<file path="src/rtl/crypt_sequencer.sv">
// Multi-cycle rotate/xor crypt unit for the decode stage.
// Holds the pipeline while the rounds run, then presents one writeback pulse.
module crypt_sequencer #(
    parameter int ROUNDS = 8
) (
    input  logic        clk,
    input  logic        rst_n,
    input  logic        instr_valid,
    input  logic [5:0]  opcode,
    input  logic [5:0]  funct,
    input  logic [31:0] rs_data,
    input  logic [31:0] rt_data,
    input  logic        kill,
    output logic        stall,
    output logic        busy,
    output logic        result_valid,
    output logic [31:0] result,
    output logic [4:0]  round_idx
);

    localparam logic [1:0] S_IDLE = 2'd0;
    localparam logic [1:0] S_RUN  = 2'd1;
    localparam logic [1:0] S_DONE = 2'd2;

    localparam logic [4:0] RLAST = 5'(ROUNDS - 1);

    logic [1:0]  state;
    logic [31:0] state_reg;
    logic [31:0] key_reg;
    logic        mode;
    logic [4:0]  rnd;
    logic        start;
    logic        last;
    logic [31:0] rkey;
    logic [31:0] enc_nxt;
    logic [31:0] dec_nxt;
    logic [31:0] mix;

    function automatic logic [31:0] rotl(input logic [31:0] x,
                                         input logic [4:0]  n);
        return (x << n) | (x >> (6'd32 - {1'b0, n}));
    endfunction

    assign start = instr_valid && (opcode == 6'h00) &&
                   ((funct == 6'h30) || (funct == 6'h31));

    // mode 1 = decrypt, which walks the round keys backwards
    assign last    = mode ? (rnd == 5'd0) : (rnd == RLAST);
    assign rkey    = rotl(key_reg, rnd);
    assign mix     = state_reg ^ rkey;
    assign enc_nxt = {mix[28:0], mix[31:29]};
    assign dec_nxt = {state_reg[2:0], state_reg[31:3]} ^ rkey;

    always_ff @(posedge clk) begin
        if (!rst_n) begin
            state     <= S_IDLE;
            state_reg <= 32'h0;
            key_reg   <= 32'h0;
            mode      <= 1'b0;
            rnd       <= 5'd0;
        end else if (kill) begin
            state <= S_IDLE;
            rnd   <= 5'd0;
        end else begin
            case (state)
                S_IDLE: begin
                    if (start) begin
                        state     <= S_RUN;
                        state_reg <= rs_data;
                        key_reg   <= rt_data;
                        mode      <= funct[0];
                        rnd       <= funct[0] ? RLAST : 5'd0;
                    end
                end
                S_RUN: begin
                    state_reg <= mode ? dec_nxt : enc_nxt;
                    rnd       <= mode ? rnd - 5'd1 : rnd + 5'd1;
                    if (last) state <= S_DONE;
                end
                S_DONE: begin
                    state <= S_IDLE;
                    rnd   <= 5'd0;
                end
                default: begin
                    state <= S_IDLE;
                    rnd   <= 5'd0;
                end
            endcase
        end
    end

    assign stall        = ((state == S_IDLE) && start) || (state == S_RUN);
    assign busy         = (state == S_RUN);
    assign result_valid = (state == S_DONE);
    assign result       = state_reg;
    assign round_idx    = rnd;

endmodule

</file>
<file path="config.mk">
export PLATFORM = sky130hd
export DESIGN_NAME = crypt_sequencer
export DESIGN_NICKNAME = d
export VERILOG_FILES = /design/src/rtl/crypt_sequencer.sv
export SDC_FILE = /design/constraint.sdc
export NUM_CORES = 1
export LEC_CHECK = 0
export CAP_MARGIN = 40
export CORE_UTILIZATION = 54
export CTS_CLUSTER_SIZE = 10
export DETAILED_ROUTE_END_ITERATION = 16
export PLACE_DENSITY = 0.78
export SLEW_MARGIN = 10
export SYNTH_ARGS = -nofsm -noshare
export SYNTH_HDL_FRONTEND = slang
export SYNTH_SLANG_ARGS = --single-unit
</file>
<file path="constraint.sdc">
create_clock -name clk -period 10.35 [get_ports clk]
set_clock_uncertainty 0.1 [all_clocks]
set_input_delay 2.07 -clock clk [delete_from_list [all_inputs] [get_ports clk]]
set_output_delay 2.07 -clock clk [all_outputs]
set_load 0.01 [all_outputs]
</file>
[Word level (Yosys, flattened, before mapping)]
Cells that the tools add are included.
Storage, ports and cells
  bits in latches: 0
  RAM bits: 0
  ROM bits: 0
  memories kept: 0
  register bits: 72
  input bits: 80
  logic and storage cells: 46
  output and inout port bits: 40
Operators by class
  muxes and demuxes: 11
  $add $sub $neg: 3
  magnitude comparators: 0
  equal/unequal tests: 7
  shifts and indexed selects: 2
  div/mod/pow operators: 0
  bitwise operators: 5
  reductions and logical operators: 13
  $mul: 0
Operator list (count)
  32-bit two-way mux: 2
  32-bit case mux with 2 select lines: 1
  32-bit bitwise XOR: 2
  32-bit bitwise OR: 1
  32-bit by 5-bit left shift with 32-bit output: 1
  32-bit by 6-bit right shift with 32-bit output: 1
  6-bit equality test, second input constant: 2
  5-bit two-way mux: 2
  5-bit case mux with 2 select lines: 1
  6-bit logical NOT: 1
  3-bit AND reduction: 2
  6-bit by 5-bit subtractor with 6-bit output, first input constant: 1
  5-bit by 1-bit adder with 5-bit output, second input constant: 1
  5-bit by 3-bit equality test with 1-bit output, second input constant: 1
  5-bit logical NOT: 1
  5-bit by 1-bit subtractor with 5-bit output, second input constant: 1
  2-bit two-way mux: 2
  2-bit case mux with 2 select lines: 1
  1-bit logical AND: 3
  3-bit two-way mux: 1
  2-bit by 1-bit equality test with 1-bit output, second input constant: 1
  2-bit equality test, second input constant: 1
  2-bit logical NOT: 1
  1-bit logical OR: 2
  7 further kinds: 8

[Logic depth before layout (Yosys ltp)]
Gate-level depths: netlist of the first run.
  depth in word-level cells: 6
  depth in mapped cells: 15
  depth with buffers taken out: 11

[Least setup slack after synthesis of the first run]
No wires, ideal clock.
  path kind: input-to-output
  start: input port funct[1]
  end: output port stall
  slack: 5.428 ns
  cell stages on the path: 3
  required time: 8.180 ns
  arrival: 2.752 ns
  cells stage by stage: nor4b_1 > nand4_1 > nand2_1
Between the ends
  word-level cells in the longest chain between the ends: 5
  elaborated cells on any way between the ends: 6
RTL lines
  from (decl): line 10  | input logic [5:0] funct,
  6-bit equality test: line 45  | ((funct == 6'h30) || (funct == 6'h31));
  1-bit logical OR *: line 45
  1-bit logical AND *: line 44  | assign start = instr_valid && (opcode == 6'h00) &&
  1-bit logical AND *: line 92  | assign stall = ((state == S_IDLE) && start) || (state == S_RUN);
  1-bit logical OR *: line 92
  to (decl): line 14  | output logic stall,
Mark *: on every way between the ends. The rest lies on a longest branch, timed or not.

[Worst setup path after layout of the first run]
Ends and elaborated chain as after synthesis.

==> flow_metrics.py, run 1 <==
metrics = {
    "finish": {
        "fin_area_sq_um": 9260,
        "fillers": 1178,
        "area_growth_pct": 19.3,
        "layout.nets": 1050,
        "drive_above_1_share_pct": 13.1,
        "diodes": 0,
        "regArea_sq_um": 1450,
        "multi_input_area_sq_um": 5940,
    },
    "power_and_ir_drop": {
        "total_power_uw": 657,
        "ir_worst_vdd_uv": 76.6,
        "p_clk_share_pct": 51.7,
        "leakage_uw": 0.00313,
        "power_density_nw_per_um2": 70.9,
        "switching_power_uw": 139,
        "seqPwrFrac_pct": 42.2,
        "power_frac_comb_pct": 6.1,
        "switching_share_pct": 21.2,
        "p_int_uw": 518,
    },
    "synthesis": {
        "async_flop_share_pct": 0,
        "yosysTopAreaCell": "dfxtp_1",
        "syn_area_sq_um": 7760,
        "synth-seq-cells": 72,
        "syn_area_per_cell_sq_um": 8.60,
        "synth_top_area_share_pct": 18.6,
        "synth-main-ff-cell": "dfxtp_1",
        "synth.distinct_cells": 62,
        "yosysWarnings": 0,
        "ys_seq_area_share_pct": 18.6,
        "syn_nets": 990,
        "netlist_instances": 903,
        "yosys-top-cells-area": "dfxtp_1 19%, mux4_2 14%, mux2i_1 13%",
        "synth_edf_count": 0,
    },
    "global_routing": {
        "grt_max_degree": 74,
        "grt_first_pass_wirelength_um": 40100,
        "grt_overflow": 0,
        "grt_antenna_before_repair": 0,
        "grt_use_total_pct": 35.3,
        "grt_pass1_vias": 7044,
    },
    "clocking": {
        "cts_resized": 0,
        "cts.sinks": 72,
        "cts.reportedPaths.clkPinSlew_ns": 0.06,
        "clk-insertion-delay-late_ns": 0.35,
        "cts-root-buf": "clkbuf_16",
        "cts_tree": "built",
        "cts_hold_buf": 0,
        "clk_path_buf_depth": 2,
        "numCtsBuffers": 9,
        "post_cts_buffers": 0,
        "htreeDepth": 3,
    },
    "outcome": {
        "status": "finished clean",
    },
    "place": {
        "dpl_cell_area_sq_um": 8950,
        "portBuffers": 119,
        "place_congestion": 0.978,
        "dp_hpwl_um": 18400,
    },
    "routing": {
        "first_pass_iters": 5,
        "drc": 0,
        "wl_per_cell_um": 22.2,
        "antenna_left": 0,
        "vias": 7648,
        "routed_wl_um": 25400,
        "drt_iter0_markers": 914,
        "vias_per_cell": 6.66,
    },
    "floorplanning": {
        "rows": 43,
        "die_area_sq_um": 14900,
        "io_pins": 120,
        "die_x_um": 122,
        "core_area_sq_um": 13900,
        "start_util_pct": 55.7,
        "dieHeight_um": 122,
    },
    "worst_hold_path": {
        "min-delay-path-class": "reg2reg",
        "holdPathEnd": "key_reg[30]",
        "hold_depth": 2,
        "worstHoldStart": "key_reg[30]",
    },
    "worst_setup_path": {
        "worstPathRequired_ns": 8.18,
        "cp_top_family": "buffers and inverters",
        "worstReg2RegStart": "round_idx[2]",
        "slowest_delay_ns": 0.54,
        "rr_endpoint": "result[2]",
        "cp_slowest_cell": "clkdlybuf4s50_1",
        "cp.arrival_ns": 3.89,
        "reg2reg_depth": 10,
        "cp_max_fo": 4,
        "crit_chain": "clkdlybuf4s50_1 > nor4b_1 > nand4_1 > nand2_1 > clkdlybuf4s50_1",
        "reg2reg_slack_ns": 5.89,
        "path_class": "in2out",
        "crit_top_cell": "clkdlybuf4s50_1",
        "worst-path-buf-inv": 2,
        "end_kind": "output port",
        "critPathLaunchType": "primary input",
    },
    "sta": {
        "worstMarginPinSlew_ns": 0.898,
        "tns_ns": 0,
        "fin_crit_sh_pct": 58.6,
        "fin_crit_ns": 6.06,
        "whs_ns": 0.484,
        "finalSetupViolations": 0,
        "rsz0062_at_grt": "no",
        "fmax_mhz": 165,
        "maxSlewViolCount": 0,
        "finalHoldViolCount": 0,
        "slew_headroom_pct": 40.0,
    },
    "run": {
        "drv_cap": 0,
    },
}
-- synthesized netlist by cell type, drive strengths merged (15+ instances only) --
master / count
o221ai: 21
mux2: 37
a21oi: 25
nand2: 132
nor2b: 38
buf: 27
o211ai: 15
mux2i: 102
nand2b: 16
o21ai: 48
clkbuf: 60
xor2: 29
xnor2: 38
dfxtp: 72
mux4: 50
nor2: 37
-- metal layers --
layer  GRT usage (%)  share of wire, %  vias up
met5               0                 0        -
met4            14.9               3.5        0
met3            6.60               8.4       68
met2            54.1                46      416
met1            48.5                42     3667
li1                -                 -     3497
-- tightest hold or removal path: stages (launching register included) --
cell and delay, ns:
dfxtp_1 0.35, mux2i_1 0.13, nor2b_1 0.05
-- worst max-delay path by stage --
stage	startpoint	end	depth (start not counted)
2_1_floorplan	funct[1]	stall	3
3_3_place_gp	funct[1]	stall	5
3_5_place_dp	funct[1]	stall	5
4_1_cts	funct[1]	stall	5
5_1_grt	funct[1]	stall	5
6_report	funct[1]	stall	5
-- power by group through the flow --
stage | sequential (uW) | clock, uW | combinational [uW]
after floorplan | 283 | 0 | 8.04
after global placement | 283 | 0 | 39.8
after detailed placement | 283 | 0 | 40.2
after CTS | 277 | 343 | 40.3
after global routing | 277 | 354 | 42.6
final | 277 | 340 | 40.1
-- area by class of cell --
| cell class | count | area share [%] |
|---|---|---|
| Multi-Input combinational cell | 737 | 64.1 |
| Sequential cell | 72 | 15.6 |
| Timing Repair Buffer | 136 | 14.2 |
| Clock buffer | 11 | 2.51 |
| Tap cell | 180 | 2.43 |
| Clock inverter | 5 | 0.878 |
| Inverter | 7 | 0.284 |
-- cell usage in the layout, fill, tap and decap left out, types with 8 or more instances in the layout --
cell type        synthesis  layout
a211oi_1                13      13
and3_1                   8       8
xnor2_1                 38      38
o22ai_1                 14      14
nor2b_1                 38      38
nand2b_1                16      16
mux2_2                  35      35
xor2_1                  29      28
dfxtp_1                 72      69
clkdlybuf4s50_1          0     118
o21ai_0                 47      47
a22oi_1                  8       8
a221oi_1                12      12
nor2_1                  37      36
mux4_2                  49      49
and2_1                  10      10
clkbuf_16                0       9
nand2_1                132     132
nor3_1                  13      13
buf_4                    4      17
o211ai_1                15      15
mux2i_1                102     102
a21oi_1                 25      25
o221ai_1                21      21
-- stage by stage --
step	util, %	worst slack (ns)	std cells
finish	66.5	4.29	1148
global route	66.5	4.20	1148
CTS	66.5	4.26	1148
detailed placement	64.2	4.28	1132
global placement	64.2	4.28	1132
floorplan	-	5.43	903
-- kinds of logic (layout without fill, tap and decap cells) --
family,count (synthesis),in the layout,share of synthesized area [%]
mux,189,189,33.2
compound gates,197,197,17.5
xor+xnor,67,67,7.56
simple gates,277,277,16.8
flops,72,72,18.6
buf+inv,94,159,5.20
fa+ha+maj,7,7,1.22
Note: power is estimated with default switching activity, not from simulation.
==> inputs of run 2 (changes only) <==
CORE_UTILIZATION = 51   (was 54)
PLACE_DENSITY = 0.77   (was 0.78)
clock period = 5.2 ns   (was 10.35 ns; I/O delays follow)
==> flow_metrics.py, run 2 (same netlist as run 1, synthesis figures left out) <==
metrics = {
    "finish": {
        "layout.nets": 1057,
        "area_growth_pct": 20.7,
        "layout_commonest_cell": "nand2_1",
        "drive_above_1_share_pct": 13.8,
        "layout_common_cells": "132 x nand2_1, 118 x clkdlybuf4s50_1, 102 x mux2i_1",
        "diodes": 0,
        "final_core_util_pct": 63.8,
    },
    "worst_setup_path": {
        "crit_chain": "nor2_1 > and2_1 > ha_1 > buf_4 > a21o_1 > nor2_1 > a221oi_1 > a32oi_1 > xnor2_1 > a221oi_1",
        "cp_top_family": "compound AO/OA/AOI/OAI gates",
        "worstPathRequired_ns": 5.36,
        "cp_max_fo": 29,
        "path_class": "reg2reg",
        "critPathLaunchType": "register",
        "cp_slowest_cell": "dfxtp_2",
        "end_kind": "register",
        "worst-path-buf-inv": 1,
        "slowest_delay_ns": 0.79,
        "cp.arrival_ns": 4.22,
        "worstReg2RegStart": "round_idx[2]",
        "crit_start": "round_idx[2]",
    },
    "clocking": {
        "post_cts_buffers": 0,
        "cts_resized": 0,
        "cts.sinks": 72,
        "cts-root-buf": "clkbuf_16",
        "cts_hold_buf": 0,
        "htreeDepth": 3,
        "cts.reportedPaths.clkPinSlew_ns": 0.06,
        "cts_tree": "built",
        "numCtsBuffers": 9,
        "clk_path_buf_depth": 2,
        "clk-insertion-delay-late_ns": 0.36,
    },
    "place": {
        "place_congestion": 0.994,
        "dp_slack_ns": 1.24,
        "dp_hpwl_um": 18700,
        "portBuffers": 119,
    },
    "sta": {
        "worstMarginPinSlew_ns": 0.893,
        "layout_setup_ws_ns": 1.13,
        "maxSlewViolCount": 0,
        "fin_crit_ns": 4.07,
        "finalHoldViolCount": 0,
        "tns_ns": 0,
        "finalSetupViolations": 0,
        "slew_headroom_pct": 40.3,
        "fmax_mhz": 246,
        "rsz0062_at_grt": "no",
        "fin_crit_sh_pct": 78.2,
    },
    "floorplanning": {
        "start_util_pct": 52.8,
        "rows": 44,
        "io_pins": 120,
        "die_x_um": 125,
        "dieHeight_um": 125,
        "core_area_sq_um": 14700,
        "die_area_sq_um": 15700,
    },
    "outcome": {
        "status": "finished clean",
    },
    "routing": {
        "vias_per_cell": 6.62,
        "drt_iter0_markers": 887,
        "wl_per_cell_um": 22.1,
        "vias": 7666,
        "antenna_left": 0,
        "routed_wl_um": 25600,
        "drc": 0,
        "first_pass_iters": 11,
    },
    "global_routing": {
        "grt_pass1_vias": 7205,
        "grt_first_pass_wirelength_um": 40200,
        "grt_antenna_before_repair": 0,
        "grt_use_total_pct": 32.8,
        "grt_max_degree": 68,
        "grt_overflow": 0,
    },
    "worst_hold_path": {
        "worstHoldStart": "key_reg[30]",
        "min-delay-path-class": "reg2reg",
    },
    "power_and_ir_drop": {
        "total_power_uw": 1360,
        "leakage_uw": 0.00318,
        "ir_worst_vdd_uv": 179,
        "power_density_nw_per_um2": 145,
    },
    "run": {
        "drv_cap": 0,
    },
}
[run 2: tightest hold or removal path, delay by kind of cell (launching register included)]
kind / cells / cell delay, ns
flip-flops: 1 / 0.35
multiplexers: 1 / 0.13
AND/OR/NAND/NOR: 1 / 0.05
[run 2: power breakdown]
| part | leakage (uW) | switching (uW) | internal, uW |
|---|---|---|---|
| sequential | 0.000581 | 0.146 | 552 |
| combinational | 0.00244 | 21.1 | 58.5 |
| clock | 0.000159 | 263 | 467 |
[run 2: path summary, 6_finish.rpt]
path | endpoint | slack, ns | depth (start not counted)
hold / removal | key_reg[30] | 0.48 | 2
setup / recovery | result[2] | 1.13 | 10
setup reg to reg | result[2] | 1.13 | 10
hold reg to reg | key_reg[30] | 0.48 | 2
[run 2: routing by layer]
layer	part of all wire [%]	track usage [%]	up-vias
met2	45	50.2	392
li1	-	-	3515
met1	43	44.4	3682
met4	4.3	16.5	0
met5	0	0.929	-
met3	7.7	5.91	77
[run 2: cell type report]
type | instances | area (sq um)
clock buffer | 10 | 229
inverter | 7 | 26.3
tap | 184 | 230
multi-input combinational | 737 | 5940
timing repair buffer | 143 | 1400
sequential | 72 | 1450
clock inverter | 5 | 106
fill | 1238 | 5330
[run 2: metrics by stage]
stage          instances  cell area, sq um  hold slack [ns]
3_3_place_gp        1140              8980            0.472
5_1_grt             1158              9370            0.549
6_report            1158              9370            0.485
2_1_floorplan        903              7760            0.430
4_1_cts             1157              9340            0.489
3_5_place_dp        1142              9010            0.487
